File: config.mk
export PLATFORM = sky130hd
export DESIGN_NAME = alu_seq_ctrl
export DESIGN_NICKNAME = d
export VERILOG_FILES = /design/src/rtl/alu_seq_ctrl_pkg.sv /design/src/rtl/alu_seq_ctrl_alu.sv /design/src/rtl/alu_seq_ctrl.sv
export SDC_FILE = /design/constraint.sdc
export NUM_CORES = 1
export LEC_CHECK = 0
export BUFFER_PORTS_ARGS = -buffer_cell sky130_fd_sc_hd__buf_2
export CAP_MARGIN = 20
export CORE_MARGIN = 2
export CORE_UTILIZATION = 43
export DETAILED_ROUTE_END_ITERATION = 10
export PLACE_DENSITY = 0.71
export RECOVER_POWER = 25
export SLEW_MARGIN = 15
export SYNTH_ARGS = -nofsm -noshare
export SYNTH_HDL_FRONTEND = slang
export SYNTH_SLANG_ARGS = --single-unit
File: constraint.sdc
create_clock -name clk -period 2.98 [get_ports clk]
set_input_delay 0.596 -clock clk [delete_from_list [all_inputs] [get_ports clk]]
set_output_delay 0.596 -clock clk [all_outputs]
set_load 0.1 [all_outputs]
File: src/rtl/alu_seq_ctrl_pkg.sv
// Shared types for the byte-serial ALU sequencer: FSM state encoding,
// ALU select codes and a zero-detect helper.
package alu_seq_ctrl_pkg;

  typedef enum logic [2:0] {
    LOAD_OP = 3'd0,
    LOAD_A  = 3'd1,
    LOAD_B  = 3'd2,
    EXEC    = 3'd3,
    RESP    = 3'd4
  } state_t;

  // "and"/"or" are reserved words, hence the OP_ prefix
  localparam logic [1:0] OP_ADD = 2'b00;
  localparam logic [1:0] OP_SUB = 2'b01;
  localparam logic [1:0] OP_AND = 2'b10;
  localparam logic [1:0] OP_OR  = 2'b11;

  function automatic logic is_zero(input logic [7:0] value);
    return (value == 8'h00);
  endfunction

endpackage

File: src/rtl/alu_seq_ctrl_alu.sv
// Purely combinational 8-bit ALU used by the sequencer; arithmetic wraps
// modulo 256.
module alu_8bits
  import alu_seq_ctrl_pkg::*;
(
  input  logic [7:0] a,
  input  logic [7:0] b,
  input  logic [1:0] S,
  output logic [7:0] Result
);

  // Operation select
  always_comb begin
    Result = 8'h00;
    case (S)
      OP_ADD:  Result = a + b;
      OP_SUB:  Result = a - b;
      OP_AND:  Result = a & b;
      OP_OR:   Result = a | b;
      default: Result = 8'h00;
    endcase
  end

endmodule

File: src/rtl/alu_seq_ctrl.sv
// Byte-serial ALU sequencer: collects opcode, A and B over a valid/ready
// stream, computes one result and holds it until downstream accepts.
module alu_seq_ctrl
  import alu_seq_ctrl_pkg::*;
#(
  parameter int CNT_W = 8
) (
  input  logic             clk,
  input  logic             rst_n,
  input  logic             ena,
  input  logic             in_valid,
  input  logic [7:0]       in_data,
  output logic             in_ready,
  output logic             out_valid,
  input  logic             out_ready,
  output logic [7:0]       out_data,
  output logic             out_zero,
  output logic [CNT_W-1:0] op_count,
  output logic             busy
);

  localparam logic [CNT_W-1:0] CNT_ONE = {{(CNT_W-1){1'b0}}, 1'b1};

  state_t             state_r;
  state_t             state_s;
  logic [1:0]         op_r;
  logic [7:0]         a_r;
  logic [7:0]         b_r;
  logic [7:0]         out_data_r;
  logic               out_zero_r;
  logic [CNT_W-1:0]   op_count_r;
  logic               in_ready_r;
  logic               out_valid_r;
  logic               busy_r;
  logic               in_xfer_s;
  logic               out_xfer_s;
  logic [7:0]         alu_result_s;

  assign in_xfer_s  = in_valid && in_ready_r && ena;
  assign out_xfer_s = out_valid_r && out_ready && ena;

  // ALU sees only latched fields, never the live input byte
  alu_8bits u_alu (
    .a      (a_r),
    .b      (b_r),
    .S      (op_r),
    .Result (alu_result_s)
  );

  // Next-state decode
  always_comb begin
    state_s = state_r;
    case (state_r)
      LOAD_OP: if (in_xfer_s)  state_s = LOAD_A;  else state_s = state_r;
      LOAD_A:  if (in_xfer_s)  state_s = LOAD_B;  else state_s = state_r;
      LOAD_B:  if (in_xfer_s)  state_s = EXEC;    else state_s = state_r;
      EXEC:    if (ena)        state_s = RESP;    else state_s = state_r;
      RESP:    if (out_xfer_s) state_s = LOAD_OP; else state_s = state_r;
      default: state_s = LOAD_OP;
    endcase
  end

  // State and handshake flags; flags follow the next state so they are
  // registered yet exact, and in_ready stays low through the accept cycle
  always_ff @(posedge clk or negedge rst_n) begin
    if (!rst_n) begin
      state_r     <= LOAD_OP;
      in_ready_r  <= 1'b0;
      out_valid_r <= 1'b0;
      busy_r      <= 1'b0;
    end else begin
      state_r     <= state_s;
      in_ready_r  <= (state_s == LOAD_OP) || (state_s == LOAD_A) || (state_s == LOAD_B);
      out_valid_r <= (state_s == RESP);
      busy_r      <= (state_s != LOAD_OP);
    end
  end

  // Frame field capture
  always_ff @(posedge clk or negedge rst_n) begin
    if (!rst_n) begin
      op_r <= 2'b00;
      a_r  <= 8'h00;
      b_r  <= 8'h00;
    end else if (in_xfer_s) begin
      case (state_r)
        LOAD_OP: op_r <= in_data[1:0];
        LOAD_A:  a_r  <= in_data;
        LOAD_B:  b_r  <= in_data;
        default: op_r <= op_r;
      endcase
    end
  end

  // Result register and completed-operation counter
  always_ff @(posedge clk or negedge rst_n) begin
    if (!rst_n) begin
      out_data_r <= 8'h00;
      out_zero_r <= 1'b0;
      op_count_r <= {CNT_W{1'b0}};
    end else begin
      if ((state_r == EXEC) && ena) begin
        out_data_r <= alu_result_s;
        out_zero_r <= is_zero(alu_result_s);
      end
      if (out_xfer_s) begin
        op_count_r <= op_count_r + CNT_ONE;
      end
    end
  end

  assign in_ready  = in_ready_r;
  assign out_valid = out_valid_r;
  assign out_data  = out_data_r;
  assign out_zero  = out_zero_r;
  assign op_count  = op_count_r;
  assign busy      = busy_r;

endmodule

==> reports/qor.txt, run 1 <==
status: finished, violations left
DIE AREA: 6075 um^2
Area growth, synth to finish: 13.78%
FP Rows: 26
layout cells sized above 1: 23.46%
worst relative slew slack: -47.59%
initial DRC count: 84
Post-Syn Area: 2351 um^2
Reg2Reg Launch Point: b_r[0]
Final Setup Violations: 0
setup tns final: 0 ns
RR Endpoint: out_data[7]
pin count of the biggest net entering global routing: 42
placed cell area: 2582 um^2
Post-Synthesis Cells: 224
met3 wire length: 150 um
post-route cell area: 2675 um^2
Detailed Route WL: 4715 um
Crit Path Max Fanout: 4
CTS tree: yes
failing checks: max-capacitance violations, max-slew violations
crit path time final: 2.734 ns
CTS clk-pin slew, worst paths: 0.09 ns
First-pass DRT Iterations: 4
DR vias/cell: 5.230
area share of the largest cell type after synthesis: 43.64%
most used flip-flop cell after synthesis: dfrtp_1
critical path cell sequence: inv_1 -> ha_1 -> a31oi_1 -> xnor2_1 -> ha_1 -> a21oi_1 -> o21ai_1 -> or4_1 -> o2111a_1 -> o311ai_1 -> a21boi_1
GP Congestion: 0.8283
routed wl met2: 2170 um
nets: 284
critical path type: register to register
PortBufs: 32
Hold WC Path Type: register to register
wire length per cell: 14.29 um
FF-to-FF path depth: 11
later-pin clock latency in the skew report: 0.30 ns
DP HPWL: 3480 um
Hold Crit Start: op_count[7]
io pins: 33
CP most frequent cell: ha_1
n_diodes: 0
Final Max Tran Viols: 42
Final Hold Viols: 0
area of the multi-input gates: 1244 um^2
H-Tree Level Count: 2
top cells by area, synth: dfrtp_1 44%, ha_1 5.9%, mux2_1 5.3%
die width: 77.94 um
CTS root buf: clkbuf_8
final worst path period share: 91.75%
initial antenna violation count: 0
DRC errors left: 0
Syn Area/Cell: 10.50 um^2
Final ANT Viol Nets: 0
syn nets: 249
CP startpoint: b_r[0]
FF+latch area: 1028 um^2
area leader, netlist: dfrtp_1
Worst Tran Pin Value: 2.214 ns
Die Ht: 77.94 um
total of max-cap violations: 1
maximum buffer depth of the clock tree: 2
FF-to-FF setup slack: 0.25 ns
post-CTS setup buffers: 0
Initial Util: 45.17%
RSZ-0062 raised after global routing: no
core area: 5205 um^2
CP max-delay cell: or4_1
CP endpoint kind: register
Final Skew: 0.01094 ns
clock sink total: 41
critical path data arrival time: 2.96 ns
vias in the first global route: 1,767
crit path to: out_data[7]
Yosys reg bits: 41
grt total ovfl: 0
asr flop ratio synth: 100.0%
Netlist cell types: 53
yosys synthesis warning count: 0
post-layout util: 51.39%
first-pass GRT wire length: 8328 um
# fillers: 506
Seq/Total Area, Yosys: 43.64%
CP Data Required Time: 3.20 ns
crit-path max cell delay: 0.51 ns
WL met1: 2304 um
TritonCTS Buffers: 5
top sig layer: met4
Worst Setup Start Kind: register
Max Clk Rate: 0.3658 GHz
Post-synth EDFFs: 0
Total GRT Usage: 17.19%
vias post-DR: 1,726
[cell type report]
type | instances | area share, %
multi-input cells | 165 | 46.49
flip-flops and latches | 41 | 38.45
repair buffers | 36 | 7.016
well taps | 70 | 3.274
clock buffers | 5 | 2.572
inverters | 10 | 1.403
clock inverters | 3 | 0.7951
[per-layer routing]
layer | up-vias | GRT usage [%]
met2 | 29 | 27.59
met4 | 0 | 5.965
li1 | 867 | -
met1 | 821 | 23.14
met3 | 9 | 3.488
met5 | - | 0
[cells by family after synthesis]
family                   share of synthesized area (%)
XOR/XNOR                                         5.960
multiplexers                                     9.473
adder cells (fa/ha/maj)                          8.835
AND/OR/NAND/NOR                                  15.01
buffers and inverters                            3.832
flip-flops                                       43.64
AO/OA/AOI/OAI                                    13.25
[metrics by stage]
step / hold WS (ns) / cells / setup slack [ns]
floorplan: 0.3004 / 224 / 0.4407
global placement: 0.4583 / 322 / 0.1725
detailed placement: 0.4737 / 322 / 0.1781
CTS: 0.4564 / 330 / 0.1465
global route: 0.5050 / 330 / 0.05320
finish: 0.4823 / 330 / 0.2460
[sequential cells by signal (all words and copies together) (netlist names)]
register and count:
out_zero 1, op_r 2, busy 1, out_data 8, out_valid 1, in_ready 1
b_r 8, state_r 3, op_count 8, a_r 8
[worst max-delay path: cells and delay by family (launching register included)]
| kind | cells | cell delay [ns] |
|---|---|---|
| compound gates | 6 | 0.95 |
| xor+xnor | 1 | 0.15 |
| fa+ha+maj | 2 | 0.53 |
| buf+inv | 1 | 0.10 |
| flops | 1 | 0.42 |
| simple gates | 1 | 0.51 |
[worst min-delay path by stage]
stage / end / slack [ns] / depth (start not counted)
after floorplan: a_r[0] / 0.30 / 0
after global placement: op_count[7] / 0.46 / 1
after detailed placement: op_count[7] / 0.47 / 1
after CTS: b_r[0] / 0.46 / 1
after global routing: op_count[7] / 0.51 / 1
final: op_count[7] / 0.48 / 1
[repair_timing]
| item | CTS | global route |
|---|---|---|
| gates resized for setup | 0 | 4 |
| hold buffers | 0 | 0 |
| endpoints found under the setup margin | 0 | 3 |
[synthesized netlist by cell type (2+ instances only)]
cell type,count
a21oi_1,11
a31oi_1,3
clkbuf_1,4
dfrtp_1,41
ha_1,11
inv_1,10
maj3_1,5
mux2_1,11
mux2_2,7
mux2i_1,2
nand2_1,23
nand3_1,5
nand4_1,3
nor2_1,11
nor2b_1,3
nor3_1,3
nor3b_1,2
o2111ai_1,2
o21a_1,2
o21ai_0,7
o21ai_1,10
o31a_1,2
o31ai_1,2
xnor2_1,12
xor2_1,4
[cells in the final DEF (no fill, tap or decap), drive strengths merged, types with 2 or more instances in the layout]
cell type	n
a211oi	2
a21boi	2
a21o	2
a21oi	12
a31oi	3
buf	34
clkbuf	7
dfrtp	41
ha	11
inv	11
maj3	5
mux2	18
mux2i	2
nand2	23
nand3	5
nand4	3
nor2	12
nor2b	3
nor3	4
nor3b	2
nor4b	2
o2111ai	2
o21a	2
o21ai	17
o31a	2
o31ai	2
or2	2
xnor2	12
xor2	4
Power of run 1 is not shown: default switching activity piles up to over one toggle a cycle in this logic, so the estimate is an artifact.
==> inputs of run 2 (changes only) <==
- CORE_UTILIZATION: 43 -> 50
- PLACE_DENSITY: 0.71 -> 0.79
==> reports/qor.txt, run 2 (same netlist as run 1, synthesis figures left out) <==
FF+latch area: 1026 um^2 (-0.24%)
CTS clk-pin slew, worst paths: 0.08 ns (about the same)
Post-CTS Resized: 0 (unchanged)
Hold WC Path Type: register to register
Max Clk Rate: 0.3589 GHz (-1.9%)
total of max-cap violations: 1 (unchanged)
worst relative slew slack: -44.19% (+3.4 points)
Detailed Route WL: 4641 um (-1.6%)
final worst path period share: 93.50% (+1.8 points)
DIE AREA: 5266 um^2 (-13%)
FP Rows: 24 (-7.7%)
CP endpoint kind: register
io pins: 33 (unchanged)
commonest non-fill, non-tap cells in the layout: 41 x dfrtp_1, 30 x buf_2, 23 x nand2_1
n_diodes: 0 (unchanged)
die width: 72.57 um (-6.9%)
setup slack at placement: 0.2222 ns (+0.04403 ns)
clock sink total: 41 (unchanged)
critical path type: register to register
maximum buffer depth of the clock tree: 2 (unchanged)
Initial Util: 52.90% (+7.7 points)
pin count of the biggest net entering global routing: 42 (unchanged)
vias post-DR: 1,773 (+2.7%)
critical path data arrival time: 2.97 ns (about the same)
TritonCTS Buffers: 5 (unchanged)
Final Hold Viols: 0 (unchanged)
Final Setup Violations: 0 (unchanged)
CTS Hold Buffers Added: 0 (unchanged)
post-CTS setup buffers: 0 (unchanged)
Final Skew: 0.005691 ns (-0.005244 ns)
Final Max Tran Viols: 42 (unchanged)
Area growth, synth to finish: 14.53%
Final ANT Viol Nets: 0 (unchanged)
failing checks: max-capacitance violations, max-slew violations
critical path cell sequence: inv_1 -> ha_1 -> mux2_2 -> fa_1 -> nor2b_1 -> o31a_1 -> o21ai_1 -> a21boi_0 -> o31ai_1 -> mux2_1
status: finished, violations left
CTS root buf: clkbuf_8
grt total ovfl: 0 (unchanged)
DR vias/cell: 5.665 (+8.3%)
setup ws final: 0.1938 ns (-0.05220 ns)
Worst Setup Start Kind: register
most common cell after layout, fill and taps aside: dfrtp_1
Die Ht: 72.57 um (-6.9%)
wire length per cell: 14.83 um (+3.8%)
PortBufs: 32 (unchanged)
initial antenna violation count: 0 (unchanged)
DP HPWL: 3432 um (-1.4%)
H-Tree Level Count: 2 (unchanged)
CP Data Required Time: 3.16 ns (-0.04 ns)
area of the multi-input gates: 1249 um^2 (+0.40%)
initial DRC count: 80 (-4.8%)
GP Congestion: 0.8099 (-2.2%)
Total GRT Usage: 19.72% (+2.5 points)
Crit Path Max Fanout: 4 (unchanged)
CP max-delay cell: fa_1
CTS tree: yes
# fillers: 382 (-25%)
Worst Tran Pin Value: 2.163 ns (-0.05093 ns)
first-pass GRT wire length: 8024 um (-3.7%)
setup tns final: 0 ns (unchanged)
nets: 285 (+0.35%)
layout cells sized above 1: 22.99% (-0.47 points)
DRC errors left: 0 (unchanged)
post-layout util: 60.59% (+9.2 points)
later-pin clock latency in the skew report: 0.30 ns (about the same)
vias in the first global route: 1,709 (-3.3%)
First-pass DRT Iterations: 4 (unchanged)
crit-path max cell delay: 0.45 ns (-0.06 ns)
RSZ-0062 raised after global routing: no
crit path time final: 2.786 ns (+0.05220 ns)
core area: 4444 um^2 (-15%)
==> run 2: changes by cell type in the layout (fill, tap and decap cells not counted) <==
cell and change:
buf_4 +1, bufinv_16 +1, clkbuf_8 +1, clkinv_2 -1
dfrtp_1 +2, dfrtp_2 -2, inv_6 -1, nor2b_1 +1
nor2b_2 -1, o21ai_0 +1, o21ai_1 -1, o311ai_1 -1
o311ai_2 +1
==> run 2: worst paths after layout <==
check,end,from,depth (start not counted),slack [ns]
setup / recovery,out_data[6],b_r[0],10,0.19
hold / removal,op_count[7],op_count[7],1,0.46
setup reg to reg,out_data[6],b_r[0],10,0.19
hold reg to reg,op_count[7],op_count[7],1,0.46
max in group asynchronous,op_count[4],rst_n,1,0.82
min in group asynchronous,b_r[2],rst_n,1,0.92
==> run 2: worst max-delay path, delay by kind of cell, from the launching register on <==
family | cells | cell delay (ns)
AO/OA/AOI/OAI | 4 | 0.66
buffers and inverters | 1 | 0.11
adder cells (fa/ha/maj) | 2 | 0.74
flip-flops | 1 | 0.43
AND/OR/NAND/NOR | 1 | 0.17
multiplexers | 2 | 0.58
==> run 2: cell type report <==
| cell class | instances | area share, % |
|---|---|---|
| Clock buffer | 6 | 3.067 |
| Clock inverter | 2 | 1.394 |
| Inverter | 10 | 1.394 |
| Multi-Input combinational cell | 165 | 46.38 |
| Sequential cell | 41 | 38.10 |
| Tap cell | 52 | 2.416 |
| Timing Repair Buffer | 37 | 7.249 |
==> run 2: stage by stage <==
| stage | area [um^2] | hold slack [ns] | instances |
|---|---|---|---|
| finish | 2693 | 0.4624 | 313 |
| global route | 2693 | 0.4867 | 313 |
| CTS | 2688 | 0.4521 | 313 |
| detailed placement | 2567 | 0.4548 | 305 |
| global placement | 2567 | 0.4512 | 305 |
| floorplan | 2351 | 0.3004 | 224 |
==> run 2: routing by layer <==
layer	global-route usage [%]	part of all wire (%)	wire, um	vias to the layer above
li1	-	-	-	873
met1	24.69	47	2166	857
met2	33.84	49	2267	37
met3	3.729	2.8	128	6
met4	7.407	1.7	78	0
met5	0	0	0	-
Power of run 2 is left out for the same reason.
